### config.mk
export PLATFORM = sky130hd
export DESIGN_NAME = btb_param_flat
export DESIGN_NICKNAME = d
export VERILOG_FILES = /design/src/rtl/btb_param_if.sv /design/src/rtl/btb_param.sv /design/src/flat_wrapper.sv
export SDC_FILE = /design/constraint.sdc
export NUM_CORES = 1
export LEC_CHECK = 0
export CAP_MARGIN = 20
export CORE_MARGIN = 3
export CORE_UTILIZATION = 44
export DETAILED_ROUTE_END_ITERATION = 10
export SLEW_MARGIN = 20
export SYNTH_ARGS = -nofsm -noshare
export SYNTH_HDL_FRONTEND = slang
export SYNTH_SLANG_ARGS = --single-unit
export TNS_END_PERCENT = 50
### constraint.sdc
create_clock -name clk -period 7.7 [get_ports clk]
set_input_delay 0.77 -clock clk [delete_from_list [all_inputs] [get_ports clk]]
set_output_delay 0.77 -clock clk [all_outputs]
set_load 0.02 [all_outputs]
### src/rtl/btb_param_if.sv
// Fetch-lookup and EX-resolve signal bundle between the core and the branch target buffer.
// master = core side (drives PCs/flags), slave = BTB side (drives predictions and redirect).
interface btb_param_if #(
    parameter int PC_W  = 16,
    parameter int CNT_W = 16
);
    logic [PC_W-1:0]  fetch_pc;
    logic             btb_hit;
    logic             btb_prediction;
    logic [PC_W-1:0]  btb_target;
    logic             ex_valid;
    logic [PC_W-1:0]  ex_pc;
    logic [3:0]       ex_opcode;
    logic [2:0]       ex_cond;
    logic             gflag;
    logic             zflag;
    logic             lflag;
    logic [PC_W-1:0]  target_entry;
    logic             ex_pred;
    logic [PC_W-1:0]  ex_pred_target;
    logic             flush;
    logic             ex_mispredict;
    logic [PC_W-1:0]  ex_redirect_pc;
    logic [CNT_W-1:0] mispredict_count;

    modport master (
        output fetch_pc, ex_valid, ex_pc, ex_opcode, ex_cond, gflag, zflag, lflag,
               target_entry, ex_pred, ex_pred_target, flush,
        input  btb_hit, btb_prediction, btb_target, ex_mispredict, ex_redirect_pc,
               mispredict_count
    );

    modport slave (
        input  fetch_pc, ex_valid, ex_pc, ex_opcode, ex_cond, gflag, zflag, lflag,
               target_entry, ex_pred, ex_pred_target, flush,
        output btb_hit, btb_prediction, btb_target, ex_mispredict, ex_redirect_pc,
               mispredict_count
    );
endinterface

### src/rtl/btb_param.sv
// Direct-mapped BTB with 2-bit direction counters: 0-cycle lookup, EX-resolved updates at the edge.
// No backpressure: lookup and resolve are accepted every cycle; flush beats any same-cycle update.
module btb_param #(
    parameter int         PC_W      = 16,
    parameter int         INDEX_W   = 4,
    parameter logic [3:0] BR_OPCODE = 4'b1001,
    parameter int         CNT_W     = 16
) (
    input  logic       clk,
    input  logic       rst,
    btb_param_if.slave bus
);
    localparam int ENTRIES = 2**INDEX_W;
    localparam int TAG_W   = PC_W - INDEX_W;

    logic              r_valid  [ENTRIES];
    logic [TAG_W-1:0]  r_tag    [ENTRIES];
    logic [PC_W-1:0]   r_target [ENTRIES];
    logic [1:0]        r_ctr    [ENTRIES];
    logic [CNT_W-1:0]  r_cnt;

    logic [INDEX_W-1:0] w_f_idx;
    logic [TAG_W-1:0]   w_f_tag;
    logic [INDEX_W-1:0] w_e_idx;
    logic [TAG_W-1:0]   w_e_tag;
    logic               w_f_hit;
    logic               w_f_pred;
    logic               w_e_hit;
    logic               w_is_br;
    logic               w_taken;
    logic               w_mispredict;

    assign w_f_idx  = bus.fetch_pc[INDEX_W-1:0];
    assign w_f_tag  = bus.fetch_pc[PC_W-1:INDEX_W];
    assign w_e_idx  = bus.ex_pc[INDEX_W-1:0];
    assign w_e_tag  = bus.ex_pc[PC_W-1:INDEX_W];

    // Lookup reads the pre-edge table contents; no bypass from a same-cycle update.
    assign w_f_hit  = r_valid[w_f_idx] && (r_tag[w_f_idx] == w_f_tag);
    assign w_f_pred = w_f_hit && r_ctr[w_f_idx][1];
    assign w_e_hit  = r_valid[w_e_idx] && (r_tag[w_e_idx] == w_e_tag);

    assign w_is_br  = bus.ex_valid && (bus.ex_opcode == BR_OPCODE);
    assign w_taken  = w_is_br && |(bus.ex_cond & {bus.gflag, bus.zflag, bus.lflag});

    assign w_mispredict = bus.ex_valid &&
                          ((w_is_br && (w_taken != bus.ex_pred)) ||
                           (w_taken && bus.ex_pred && (bus.ex_pred_target != bus.target_entry)) ||
                           (!w_is_br && bus.ex_pred));

    assign bus.btb_hit          = w_f_hit;
    assign bus.btb_prediction   = w_f_pred;
    assign bus.btb_target       = w_f_pred ? r_target[w_f_idx] : bus.fetch_pc + PC_W'(1);
    assign bus.ex_mispredict    = w_mispredict;
    assign bus.ex_redirect_pc   = w_taken ? bus.target_entry : bus.ex_pc + PC_W'(1);
    assign bus.mispredict_count = r_cnt;

    always_ff @(posedge clk or negedge rst) begin
        if (!rst) begin
            for (int i = 0; i < ENTRIES; i++) begin
                r_valid[i]  <= 1'b0;
                r_tag[i]    <= '0;
                r_target[i] <= '0;
                r_ctr[i]    <= 2'b01;
            end
        end else if (bus.flush) begin
            for (int i = 0; i < ENTRIES; i++) begin
                r_valid[i] <= 1'b0;
            end
        end else if (w_is_br) begin
            if (w_e_hit) begin
                if (w_taken) begin
                    r_target[w_e_idx] <= bus.target_entry;
                    if (r_ctr[w_e_idx] != 2'b11)
                        r_ctr[w_e_idx] <= r_ctr[w_e_idx] + 2'b01;
                end else if (r_ctr[w_e_idx] != 2'b00) begin
                    r_ctr[w_e_idx] <= r_ctr[w_e_idx] - 2'b01;
                end
            end else if (w_taken) begin
                r_valid[w_e_idx]  <= 1'b1;
                r_tag[w_e_idx]    <= w_e_tag;
                r_target[w_e_idx] <= bus.target_entry;
                r_ctr[w_e_idx]    <= 2'b10;
            end
        end else if (bus.ex_valid && bus.ex_pred && w_e_hit) begin
            // Fetch predicted a branch where EX found none: drop the stale/aliased entry.
            r_valid[w_e_idx] <= 1'b0;
        end
    end

    always_ff @(posedge clk or negedge rst) begin
        if (!rst)
            r_cnt <= '0;
        else if (w_mispredict && (r_cnt != '1))
            r_cnt <= r_cnt + CNT_W'(1);
    end
endmodule
### src/flat_wrapper.sv
// flat-port wrapper written by rule: the top's interface ports become plain ports
module btb_param_flat 
#(
    parameter int         PC_W      = 16,
    parameter int         INDEX_W   = 4,
    parameter logic [3:0] BR_OPCODE = 4'b1001,
    parameter int         CNT_W     = 16
)
  (clk, rst, bus_fetch_pc, bus_ex_valid, bus_ex_pc, bus_ex_opcode, bus_ex_cond, bus_gflag, bus_zflag, bus_lflag, bus_target_entry, bus_ex_pred, bus_ex_pred_target, bus_flush, bus_btb_hit, bus_btb_prediction, bus_btb_target, bus_ex_mispredict, bus_ex_redirect_pc, bus_mispredict_count);
  btb_param_if #(.PC_W(PC_W), .CNT_W(CNT_W)) bus_i ();
  input  logic clk;
  input  logic rst;
  input wire logic [$bits(bus_i.fetch_pc)-1:0] bus_fetch_pc;
  input wire logic [$bits(bus_i.ex_valid)-1:0] bus_ex_valid;
  input wire logic [$bits(bus_i.ex_pc)-1:0] bus_ex_pc;
  input wire logic [$bits(bus_i.ex_opcode)-1:0] bus_ex_opcode;
  input wire logic [$bits(bus_i.ex_cond)-1:0] bus_ex_cond;
  input wire logic [$bits(bus_i.gflag)-1:0] bus_gflag;
  input wire logic [$bits(bus_i.zflag)-1:0] bus_zflag;
  input wire logic [$bits(bus_i.lflag)-1:0] bus_lflag;
  input wire logic [$bits(bus_i.target_entry)-1:0] bus_target_entry;
  input wire logic [$bits(bus_i.ex_pred)-1:0] bus_ex_pred;
  input wire logic [$bits(bus_i.ex_pred_target)-1:0] bus_ex_pred_target;
  input wire logic [$bits(bus_i.flush)-1:0] bus_flush;
  output wire logic [$bits(bus_i.btb_hit)-1:0] bus_btb_hit;
  output wire logic [$bits(bus_i.btb_prediction)-1:0] bus_btb_prediction;
  output wire logic [$bits(bus_i.btb_target)-1:0] bus_btb_target;
  output wire logic [$bits(bus_i.ex_mispredict)-1:0] bus_ex_mispredict;
  output wire logic [$bits(bus_i.ex_redirect_pc)-1:0] bus_ex_redirect_pc;
  output wire logic [$bits(bus_i.mispredict_count)-1:0] bus_mispredict_count;
  assign bus_i.fetch_pc = bus_fetch_pc;
  assign bus_i.ex_valid = bus_ex_valid;
  assign bus_i.ex_pc = bus_ex_pc;
  assign bus_i.ex_opcode = bus_ex_opcode;
  assign bus_i.ex_cond = bus_ex_cond;
  assign bus_i.gflag = bus_gflag;
  assign bus_i.zflag = bus_zflag;
  assign bus_i.lflag = bus_lflag;
  assign bus_i.target_entry = bus_target_entry;
  assign bus_i.ex_pred = bus_ex_pred;
  assign bus_i.ex_pred_target = bus_ex_pred_target;
  assign bus_i.flush = bus_flush;
  assign bus_btb_hit = bus_i.btb_hit;
  assign bus_btb_prediction = bus_i.btb_prediction;
  assign bus_btb_target = bus_i.btb_target;
  assign bus_ex_mispredict = bus_i.ex_mispredict;
  assign bus_ex_redirect_pc = bus_i.ex_redirect_pc;
  assign bus_mispredict_count = bus_i.mispredict_count;
  btb_param #(.PC_W(PC_W), .INDEX_W(INDEX_W), .BR_OPCODE(BR_OPCODE), .CNT_W(CNT_W)) u_core (.clk(clk), .rst(rst), .bus(bus_i));
endmodule
==> out/metrics.cfg, run 1 <==
[layout]
layout.cells.non_filler = 2825
drive_gt1_share_pct = 41.99
areaGrowthSynthToFinish_pct = 14.67
nets = 2080
fillCellCount = 5167

[synthesis]
async_flop_share_pct = 100.0
avgSynthCellArea_um2 = 13.99
ys_seq_area_share_pct = 47.49
synth_edf_count = 0
syn_area_um2 = 27020
yosys_register_bits = 512
synthFlopType = dfrtp_1
synthDistinctLibCells = 58
syn_inst = 1932
synth.net_count = 2020
yosys_warnings = 0

[sta]
finClkSkew_ns = 0.02170
finalCritPeriodShare_pct = 75.51
hold_viol = 0
tns_ns = 0
fmax_ghz = 0.1720
worst_slew_pin_slew_ns = 1.189
slew_headroom_pct = 20.70
post-route-min-period_ns = 5.814
setup_viol = 0
rsz0062_at_grt = no
drv_slew = 0

[worst_hold_path]
min_path_type = primary input to asynchronous set/reset pin

[floorplanning]
rows = 90
num_io_pins = 130
design.core.area_um2 = 60580
die_w_um = 253.8
die_area_um2 = 64420
die_height_um = 253.8
start_util_pct = 44.60

[clock_tree]
holdBufCountCts = 0
clk_pin_slew_ns = 0.06
cts_tree = done
numClockSinks = 512
numCtsBuffers = 57
cts_max_level = 2
clock_path_buffers = 3
clkLatencyLatePin_ns = 0.63
cts_resized = 0
cts-root-buf = clkbuf_16
cts_setup_buffers = 0

[grt]
grt_pass1_vias = 18109
grt_use_total_pct = 24.75
grt_max_degree = 189
overflow = 0
antenna_found_initial = 6
grt_pass1_wl_um = 117900

[detailed_routing]
avgRoutedWirePerCell_um = 27.79
detail-route-antenna-nets = 0
num_vias = 17077
first_pass_iters = 5
dr.first_iter.drc_count = 1371
drc = 0
routed_wl_um = 78500
routed_via_density = 6.045

[critical_path]
startpoint_type = primary input
cpPeakStageDelay_ns = 0.66
cp_common_cell = buf_4
critPathCaptureType = output pin
required_ns = 6.93
rr_worst_depth = 8
cp_max_fo = 50
path_cells = buf_4 -> buf_4 -> mux4_2 -> mux2i_1 -> o32ai_1 -> nand4_1 -> nor4_2 -> buf_4 -> nand2_1 -> o21ai_0 -> clkdlybuf4s50_1
critPathKind = primary input to output pin
worstPathArrival_ns = 5.04
slowest_stage = clkdlybuf4s50_1

[placement]
place_congestion = 0.8621
numPortBuffers = 129
place_inst = 2714
dp_hpwl_um = 48440

[power_and_ir_drop]
power_leakage_nw = 14.22
power.density_nw_per_um2 = 205.9
irDropWorstVdd_v = 0.0001860

[job]
cap_violations = 0

[run_status]
status = finished clean

[synth_stat cells, drive strengths merged (6+ instances only)]
cell / n / share of area [%]
inv: 35 / 0.49
a2bb2oi: 8 / 0.26
dfrtp: 496 / 46
nand2: 103 / 1.4
o21a: 8 / 0.22
mux2i: 36 / 1.3
o211a: 8 / 0.30
xor2: 26 / 0.84
nand3: 30 / 0.56
buf: 75 / 1.7
xnor2: 59 / 1.9
mux4: 201 / 17
mux2: 460 / 19
o31a: 16 / 0.52
and3: 6 / 0.14
or3b: 8 / 0.26
nand2b: 26 / 0.60
ha: 9 / 0.42
clkbuf: 101 / 1.4
nor2: 44 / 0.61
a21oi: 15 / 0.28
nand4: 25 / 0.58
o21ai: 68 / 1.3
dfstp: 16 / 1.6
[metal layers]
metal / GRT usage, % / wire length, um
met1: 34.55 / 34170
met2: 38.52 / 36440
met3: 5.690 / 5314
met4: 8.224 / 2532
met5: 0 / 40
[per-stage QoR]
stage | power [mW] | hold WS [ns] | utilization (%) | cell area (um^2) | setup WS [ns]
after global placement | 3.422 | 0.4799 | 47.61 | 28850 | 1.553
after CTS | 6.445 | 0.2385 | 51.08 | 30950 | 1.971
final | 6.380 | 0.2162 | 51.14 | 30980 | 1.886
after global routing | 6.596 | 0.2565 | 51.13 | 30980 | 1.786
after detailed placement | 3.430 | 0.4870 | 47.64 | 28860 | 1.987
after floorplan | 3.162 | 0.4666 | - | 27020 | 3.523
[power by group]
group	internal (mW)	switching, mW	total [mW]
logic	0.246	0.332	0.578
clock network	1.82	1.19	3.00
registers	2.75	0.0486	2.80
total	4.81	1.57	6.38
[worst paths after layout]
check	startpoint	endpoint	slack, ns
setup / recovery	bus_fetch_pc[1]	bus_btb_target[7]	1.89
min in group clk	u_core.r_ctr[4]$_DFFE_PN1P_	u_core.r_ctr[4]$_DFFE_PN1P_	0.49
hold / removal	rst	u_core.r_target[144]$_DFFE_PN0P_	0.22
hold reg to reg	u_core.r_ctr[4]$_DFFE_PN1P_	u_core.r_ctr[4]$_DFFE_PN1P_	0.49
max in group asynchronous	rst	u_core.r_target[76]$_DFFE_PN0P_	5.95
setup reg to reg	u_core.r_tag[49]$_DFFE_PN0P_	u_core.r_tag[133]$_DFFE_PN0P_	3.73
[kinds of logic after synthesis]
family,Yosys count,synth area share (%)
compound gates,152,3.686
xor+xnor,85,2.755
fa+ha+maj,9,0.4168
buf+inv,211,3.607
flops,512,47.49
mux,697,37.27
simple gates,266,4.770
[cells in the final DEF (no fill, tap or decap), types with 4 or more instances in the layout]
master and instances:
a22oi_1 5, nor3_1 5, o211ai_1 5, mux2i_1 35, clkinv_2 12, mux4_2 201
nand2_1 103, o21ai_0 62, o22ai_1 4, dfrtp_1 496, clkdlybuf4s50_1 121, mux2_2 460
inv_1 33, xor2_1 26, a2bb2oi_1 8, o211a_1 8, or3b_1 7, xnor2_1 59
clkbuf_16 57, nand3_1 30, nand4_1 25, nor2_1 31, and3_1 6, ha_1 9
clkbuf_8 12, bufinv_16 10, o21ai_1 5, clkinvlp_4 4, buf_4 48, a21oi_1 15
nor2b_1 5, o21a_1 8, clkbuf_1 9, dfstp_2 16, nand2b_1 24, nor2_2 13
o31a_1 16
[flip-flops by register name, summed over array words and instances (netlist names)]
register                     cells
u_core.r_target                256
u_core.bus.mispredict_count     16
u_core.r_valid                  16
u_core.r_tag                   192
u_core.r_ctr                    32
[critical path: cells and delay by family]
family                 cells  cell delay, ns
buffers and inverters      4            2.18
AND/OR/NAND/NOR            3            0.84
AO/OA/AOI/OAI              2            0.76
multiplexers               2            0.43
[cell type report]
class | instances | area [um^2] | share of cell area, %
flip-flops and latches | 512 | 12830 | 41.42
clock inverters | 31 | 474.2 | 1.531
repair buffers | 177 | 1683 | 5.432
well taps | 782 | 978.4 | 3.158
clock buffers | 77 | 1612 | 5.202
diodes | 2 | 5.005 | 0.01615
multi-input cells | 1209 | 13270 | 42.82
inverters | 35 | 131.4 | 0.4240
Note: power is estimated with default switching activity, not from simulation.
==> run 2, diff against run 1 <==
==> constraint.sdc (replaced) <==
create_clock -name clk -period 5.4 [get_ports clk]
set_input_delay 0.54 -clock clk [delete_from_list [all_inputs] [get_ports clk]]
set_output_delay 0.54 -clock clk [all_outputs]
set_load 0.02 [all_outputs]
==> out/metrics.cfg, run 2 (synthesized netlist as in run 1, its figures left out) <==
[sta]
post-route-min-period_ns = 4.635
tns_ns = 0  ; unchanged
drv_slew = 0  ; unchanged
worst_slew_pin_slew_ns = 0.9548  ; was 1.189 ns
setup_viol = 0  ; unchanged
finClkSkew_ns = 0.01846  ; was 0.02170 ns
rsz0062_at_grt = no  ; unchanged
hold_viol = 0  ; unchanged
fmax_ghz = 0.2157
finalCritPeriodShare_pct = 85.84
slew_headroom_pct = 36.15  ; was 20.70%

[critical_path]
startpoint_type = primary input  ; unchanged
critPathKind = primary input to output pin  ; unchanged
cpPeakStageDelay_ns = 0.64  ; was 0.66 ns
cp_max_fo = 50  ; unchanged
worstReg2RegEnd = u_core.r_tag[72]$_DFFE_PN0P_  ; was u_core.r_tag[133]$_DFFE_PN0P_
rr_worst_depth = 9  ; was 8
cp_common_cell = mux4_2  ; was buf_4
path_cells = clkbuf_8 -> mux4_2 -> mux4_2 -> xnor2_1 -> nand4_1 -> nor4_2 -> buf_4 -> nand2_1 -> o21ai_0 -> clkdlybuf4s50_1  ; was buf_4 -> buf_4 -> mux4_2 -> mux2i_1 -> o32ai_1 -> nand4_1 -> nor4_2 -> buf_4 -> nand2_1 -> o21ai_0 -> clkdlybuf4s50_1
crit-reg2reg-launch = u_core.r_tag[73]$_DFFE_PN0P_  ; was u_core.r_tag[49]$_DFFE_PN0P_
worstPathArrival_ns = 4.10  ; was 5.04 ns
critPathCaptureType = output pin  ; unchanged
required_ns = 4.86  ; was 6.93 ns
slowest_stage = clkdlybuf4s50_1  ; unchanged
r2r_setup_slack_ns = 2.12  ; was 3.73 ns

[placement]
placedInstanceArea_um2 = 29170  ; was 28860 um^2
place_congestion = 0.8742  ; was 0.8621
dp_hpwl_um = 49870  ; was 48440 um
numPortBuffers = 129  ; unchanged
place_inst = 2749  ; was 2714

[layout]
drive_gt1_share_pct = 42.56  ; was 41.99%
final_cell_mix = dfrtp_1, mux2_2, mux4_2  ; unchanged
top_register = u_core.r_target  ; unchanged
nets = 2116  ; was 2080
multi_input_area_um2 = 13250  ; was 13270 um^2
stdcell_area_um2 = 31220  ; was 30980 um^2
layout.cells.non_filler = 2860  ; was 2825
largest_reg_flops = 256  ; unchanged
fillCellCount = 5149  ; was 5167
areaGrowthSynthToFinish_pct = 15.53  ; was 14.67%
final_core_util_pct = 51.53  ; was 51.14%
reg_top3 = u_core.r_target (256), u_core.r_tag (192), u_core.r_ctr (32)  ; unchanged
final_common_cell = dfrtp_1  ; unchanged
regArea_um2 = 12830  ; unchanged

[grt]
grt_pass1_wl_um = 118300  ; was 117900 um
grt_max_degree = 162  ; was 189
overflow = 0  ; unchanged
grt_pass1_vias = 18064  ; was 18.11k
antenna_found_initial = 5  ; was 6
grt_use_total_pct = 24.85  ; was 24.75%

[floorplanning]
die_w_um = 253.8  ; unchanged
design.core.area_um2 = 60580  ; unchanged
die_height_um = 253.8  ; unchanged
die_area_um2 = 64420  ; unchanged
start_util_pct = 44.60  ; unchanged
rows = 90  ; unchanged
num_io_pins = 130  ; unchanged

[power_and_ir_drop]
irDropWorstVdd_v = 0.0002817  ; was 0.0001860 V
power.density_nw_per_um2 = 287.1  ; was 205.9 nW/um^2
power_leakage_nw = 14.38  ; was 14.22 nW

[detailed_routing]
routed_wl_um = 78500  ; unchanged
detail-route-antenna-nets = 0  ; unchanged
dr.first_iter.drc_count = 1358  ; was 1371
avgRoutedWirePerCell_um = 27.45  ; was 27.79 um
first_pass_iters = 5  ; unchanged
num_vias = 17251  ; was 17.08k
drc = 0  ; unchanged
routed_via_density = 6.032  ; was 6.045

[clock_tree]
clock_path_buffers = 3  ; unchanged
cts_max_level = 2  ; unchanged
clkLatencyLatePin_ns = 0.63  ; about the same
clk_pin_slew_ns = 0.06  ; about the same
numCtsBuffers = 58  ; was 57
cts_tree = done  ; unchanged
cts-root-buf = clkbuf_16  ; unchanged
numClockSinks = 512  ; unchanged
cts_resized = 0  ; unchanged

[job]
cap_violations = 0  ; unchanged

[worst_hold_path]
worst_hold_path.endpoint = u_core.r_ctr[14]$_DFFE_PN1P_
hold_depth = 2
hold_start = u_core.r_ctr[14]$_DFFE_PN1P_
min_path_type = flip-flop to flip-flop  ; was primary input to asynchronous set/reset pin

[run_status]
status = finished clean  ; unchanged

==> run 2: cell count changes in the layout (fill, tap and decap cells not counted), sizes merged, moves of 4 or more <==
cell | previous run | this run
buf | 55 | 89
clkbuf | 78 | 90
clkinv | 14 | 10
bufinv | 10 | 5
==> run 2: layout make-up <==
type                            count  share of cell area [%]
Multi-Input combinational cell   1209                   42.44
Sequential cell                   512                   41.11
Inverter                           35                  0.4209
Antenna cell                        1                0.008016
Timing Repair Buffer              212                   6.377
Tap cell                          782                   3.134
Clock inverter                     20                  0.8778
Clock buffer                       89                   5.631
==> run 2: routing by layer <==
metal  wire length, um  track usage (%)
met3              5070            5.496
met2             36730            38.88
met4              2873            9.158
met1             33790            34.23
met5                40                0
==> run 2: per-stage QoR <==
step | hold slack, ns | power [mW] | setup WS (ns)
floorplan | 0.2444 | 4.509 | 1.526
global placement | 0.4788 | 4.890 | 0.8240
detailed placement | 0.4846 | 4.906 | 0.7195
CTS | 0.4949 | 9.065 | 0.7184
global route | 0.5011 | 9.284 | 0.4906
finish | 0.4940 | 8.963 | 0.7646
==> run 2: timing repair <==
action,4_1_cts,5_1_grt
endpoints found under the hold margin,73,0
endpoints found under the setup margin,0,0
hold buffers,1,0
buffers inserted,0,0
==> run 2: how the worst max path moves through the flow <==
| stage | from | end | slack [ns] | cells after the start |
|---|---|---|---|---|
| after floorplan | bus_ex_pc[0] | u_core.r_ctr[3]$_DFFE_PN0P_ | 1.53 | 12 |
| after global placement | bus_fetch_pc[0] | bus_btb_target[4] | 0.82 | 10 |
| after detailed placement | bus_fetch_pc[0] | bus_btb_target[9] | 0.72 | 10 |
| after CTS | bus_fetch_pc[0] | bus_btb_target[9] | 0.72 | 10 |
| after global routing | bus_fetch_pc[0] | bus_btb_target[6] | 0.49 | 10 |
| final | bus_fetch_pc[0] | bus_btb_target[9] | 0.76 | 10 |
==> run 2: power by group <==
| group | total (mW) | internal [mW] | switching [mW] |
|---|---|---|---|
| Sequential | 3.99 | 3.93 | 0.0688 |
| Combinational | 0.837 | 0.359 | 0.478 |
| Clock | 4.13 | 2.48 | 1.65 |
| Total | 8.96 | 6.77 | 2.19 |
==> run 2: worst max-delay path: cells and delay by family <==
family | cells | cell delay [ns]
xor+xnor | 1 | 0.30
buf+inv | 3 | 1.48
compound gates | 1 | 0.10
mux | 2 | 1.07
simple gates | 3 | 0.56
==> run 3, diff against run 2 <==
--- a/config.mk
+++ b/config.mk
@@ -9,6 +9,7 @@
 export CORE_MARGIN = 3
 export CORE_UTILIZATION = 44
 export DETAILED_ROUTE_END_ITERATION = 10
+export RECOVER_POWER = 25
 export SLEW_MARGIN = 20
 export SYNTH_ARGS = -nofsm -noshare
 export SYNTH_HDL_FRONTEND = slang
==> out/metrics.cfg, run 3 (synthesized netlist as in run 1, its figures left out) <==
[sta]
fin_hold_ws_ns = 0.4939  ; was 0.4940 ns
hold_viol = 0  ; unchanged
finClkSkew_ns = 0.01852  ; was 0.01846 ns
finalCritPeriodShare_pct = 85.84  ; unchanged
tns_ns = 0  ; unchanged
worst_slew_pin_slew_ns = 3.789  ; was 0.9548 ns
slew_headroom_pct = -152.6  ; was 36.15%
setup_viol = 0  ; unchanged
rsz0062_at_grt = no  ; unchanged
drv_slew = 74  ; was 0
fmax_ghz = 0.2157  ; unchanged
post-route-min-period_ns = 4.635  ; unchanged

[run_status]
status = finished with violations  ; was finished clean
violations = capacitance limit, slew limit

[worst_hold_path]
hold_start = u_core.r_ctr[14]$_DFFE_PN1P_  ; unchanged
min_path_type = flip-flop to flip-flop  ; unchanged
hold_depth = 2  ; unchanged
worst_hold_path.endpoint = u_core.r_ctr[14]$_DFFE_PN1P_  ; unchanged

[layout]
areaGrowthSynthToFinish_pct = 15.51  ; was 15.53%
final_cell_mix = dfrtp_1, mux2_2, mux4_2  ; unchanged
drive_gt1_share_pct = 42.51  ; was 42.56%
largest_reg_flops = 256  ; unchanged
fillCellCount = 5150  ; was 5149
final_core_util_pct = 51.52  ; was 51.53%
reg_top3 = u_core.r_target (256), u_core.r_tag (192), u_core.r_ctr (32)  ; unchanged
top_register = u_core.r_target  ; unchanged
nets = 2116  ; unchanged
final_common_cell = dfrtp_1  ; unchanged

[detailed_routing]
avgRoutedWirePerCell_um = 27.45  ; about the same
routed_via_density = 6.030  ; was 6.032
drc = 0  ; unchanged
detail-route-antenna-nets = 0  ; unchanged
dr.first_iter.drc_count = 1358  ; unchanged
first_pass_iters = 5  ; unchanged
num_vias = 17247  ; about the same
routed_wl_um = 78500  ; about the same

[grt]
grt_use_total_pct = 24.85  ; unchanged
overflow = 0  ; unchanged
antenna_found_initial = 5  ; unchanged
grt_max_degree = 162  ; unchanged
grt_pass1_wl_um = 118300  ; unchanged
grt_pass1_vias = 18064  ; unchanged

[clock_tree]
clkLatencyLatePin_ns = 0.63  ; about the same
numCtsBuffers = 58  ; unchanged
clk_pin_slew_ns = 0.06  ; about the same
cts_resized = 0  ; unchanged
cts_max_level = 2  ; unchanged
clock_path_buffers = 3  ; unchanged
cts_setup_buffers = 0  ; unchanged
holdBufCountCts = 1  ; unchanged
cts_tree = done  ; unchanged
cts-root-buf = clkbuf_16  ; unchanged
numClockSinks = 512  ; unchanged

[power_and_ir_drop]
switching_power_mw = 2.193  ; about the same
p_seq_share_pct = 44.6  ; about the same
power_leakage_nw = 14.37  ; was 14.38 nW
power.total_mw = 8.964  ; was 8.963 mW
irDropWorstVdd_v = 0.0002817  ; unchanged
power.density_nw_per_um2 = 287.2  ; was 287.1 nW/um^2
clkPwrFrac_pct = 46.1  ; about the same
intPower_mw = 6.771  ; was 6.770 mW
swShare_pct = 24.47  ; about the same
power_frac_comb_pct = 9.3  ; about the same

[critical_path]
startpoint_type = primary input  ; unchanged
crit-reg2reg-launch = u_core.r_tag[73]$_DFFE_PN0P_  ; unchanged
rr_worst_depth = 9  ; unchanged
critPathCaptureType = output pin  ; unchanged
critPathKind = primary input to output pin  ; unchanged
worstReg2RegEnd = u_core.r_tag[72]$_DFFE_PN0P_  ; unchanged
worstPathArrival_ns = 4.10  ; about the same
cp_max_fo = 50  ; unchanged
r2r_setup_slack_ns = 2.12  ; about the same
required_ns = 4.86  ; about the same

[floorplanning]
rows = 90  ; unchanged
start_util_pct = 44.60  ; unchanged
design.core.area_um2 = 60580  ; unchanged
die_w_um = 253.8  ; unchanged
num_io_pins = 130  ; unchanged
die_area_um2 = 64420  ; unchanged
die_height_um = 253.8  ; unchanged

[placement]
numPortBuffers = 129  ; unchanged
dp_hpwl_um = 49870  ; unchanged
place_congestion = 0.8742  ; unchanged

[job]
cap_violations = 1  ; was 0

[run 3: changes by cell type in the layout (fill, tap and decap cells not counted)]
cell,change
buf_8,-1
clkdlybuf4s25_1,+1
[run 3: how the worst max path moves through the flow]
stage,startpoint,endpoint,depth (start not counted)
floorplan,bus_ex_pc[0],u_core.r_ctr[3]$_DFFE_PN0P_,12
global placement,bus_fetch_pc[0],bus_btb_target[4],10
detailed placement,bus_fetch_pc[0],bus_btb_target[9],10
CTS,bus_fetch_pc[0],bus_btb_target[9],10
global route,bus_fetch_pc[0],bus_btb_target[6],10
finish,bus_fetch_pc[0],bus_btb_target[9],10
[run 3: routing by layer]
layer	routed length [um]	vias up	GRT usage, %
li1	-	7380	-
met1	33780	9213	34.23
met2	36730	513	38.88
met3	5072	135	5.496
met4	2873	6	9.158
met5	40	-	0
[run 3: worst max-delay path: stages]
cell             delay (ns)
clkbuf_8               0.51
mux4_2                 0.59
mux4_2                 0.48
xnor2_1                0.30
nand4_1                0.19
nor4_2                 0.30
buf_4                  0.33
nand2_1                0.07
o21ai_0                0.10
clkdlybuf4s50_1        0.64
[run 3: final cells by class]
class | instances | area, um^2 | area share (%)
Timing Repair Buffer | 212 | 1986 | 6.362
Sequential cell | 512 | 12830 | 41.11
Tap cell | 782 | 978.4 | 3.135
Multi-Input combinational cell | 1209 | 13250 | 42.45
Clock inverter | 20 | 274.0 | 0.8779
Inverter | 35 | 131.4 | 0.4209
Antenna cell | 1 | 2.502 | 0.008018
Clock buffer | 89 | 1758 | 5.632
[run 3: through the flow]
stage | worst slack, ns | cell area (um^2) | std cells
final | 0.7646 | 31210 | 2860
after floorplan | 1.526 | 27020 | 1932
after global placement | 0.8240 | 29170 | 2749
after detailed placement | 0.7195 | 29170 | 2749
after CTS | 0.7184 | 31210 | 2859
after global routing | 0.4906 | 31210 | 2859
[run 3: power by group through the flow]
stage,registers [mW],logic [mW],clock network (mW)
after detailed placement,4.06,0.844,0
after global routing,4.00,0.900,4.38
final,4.00,0.837,4.13
after floorplan,4.07,0.440,0
after CTS,3.99,0.847,4.22
after global placement,4.06,0.833,0
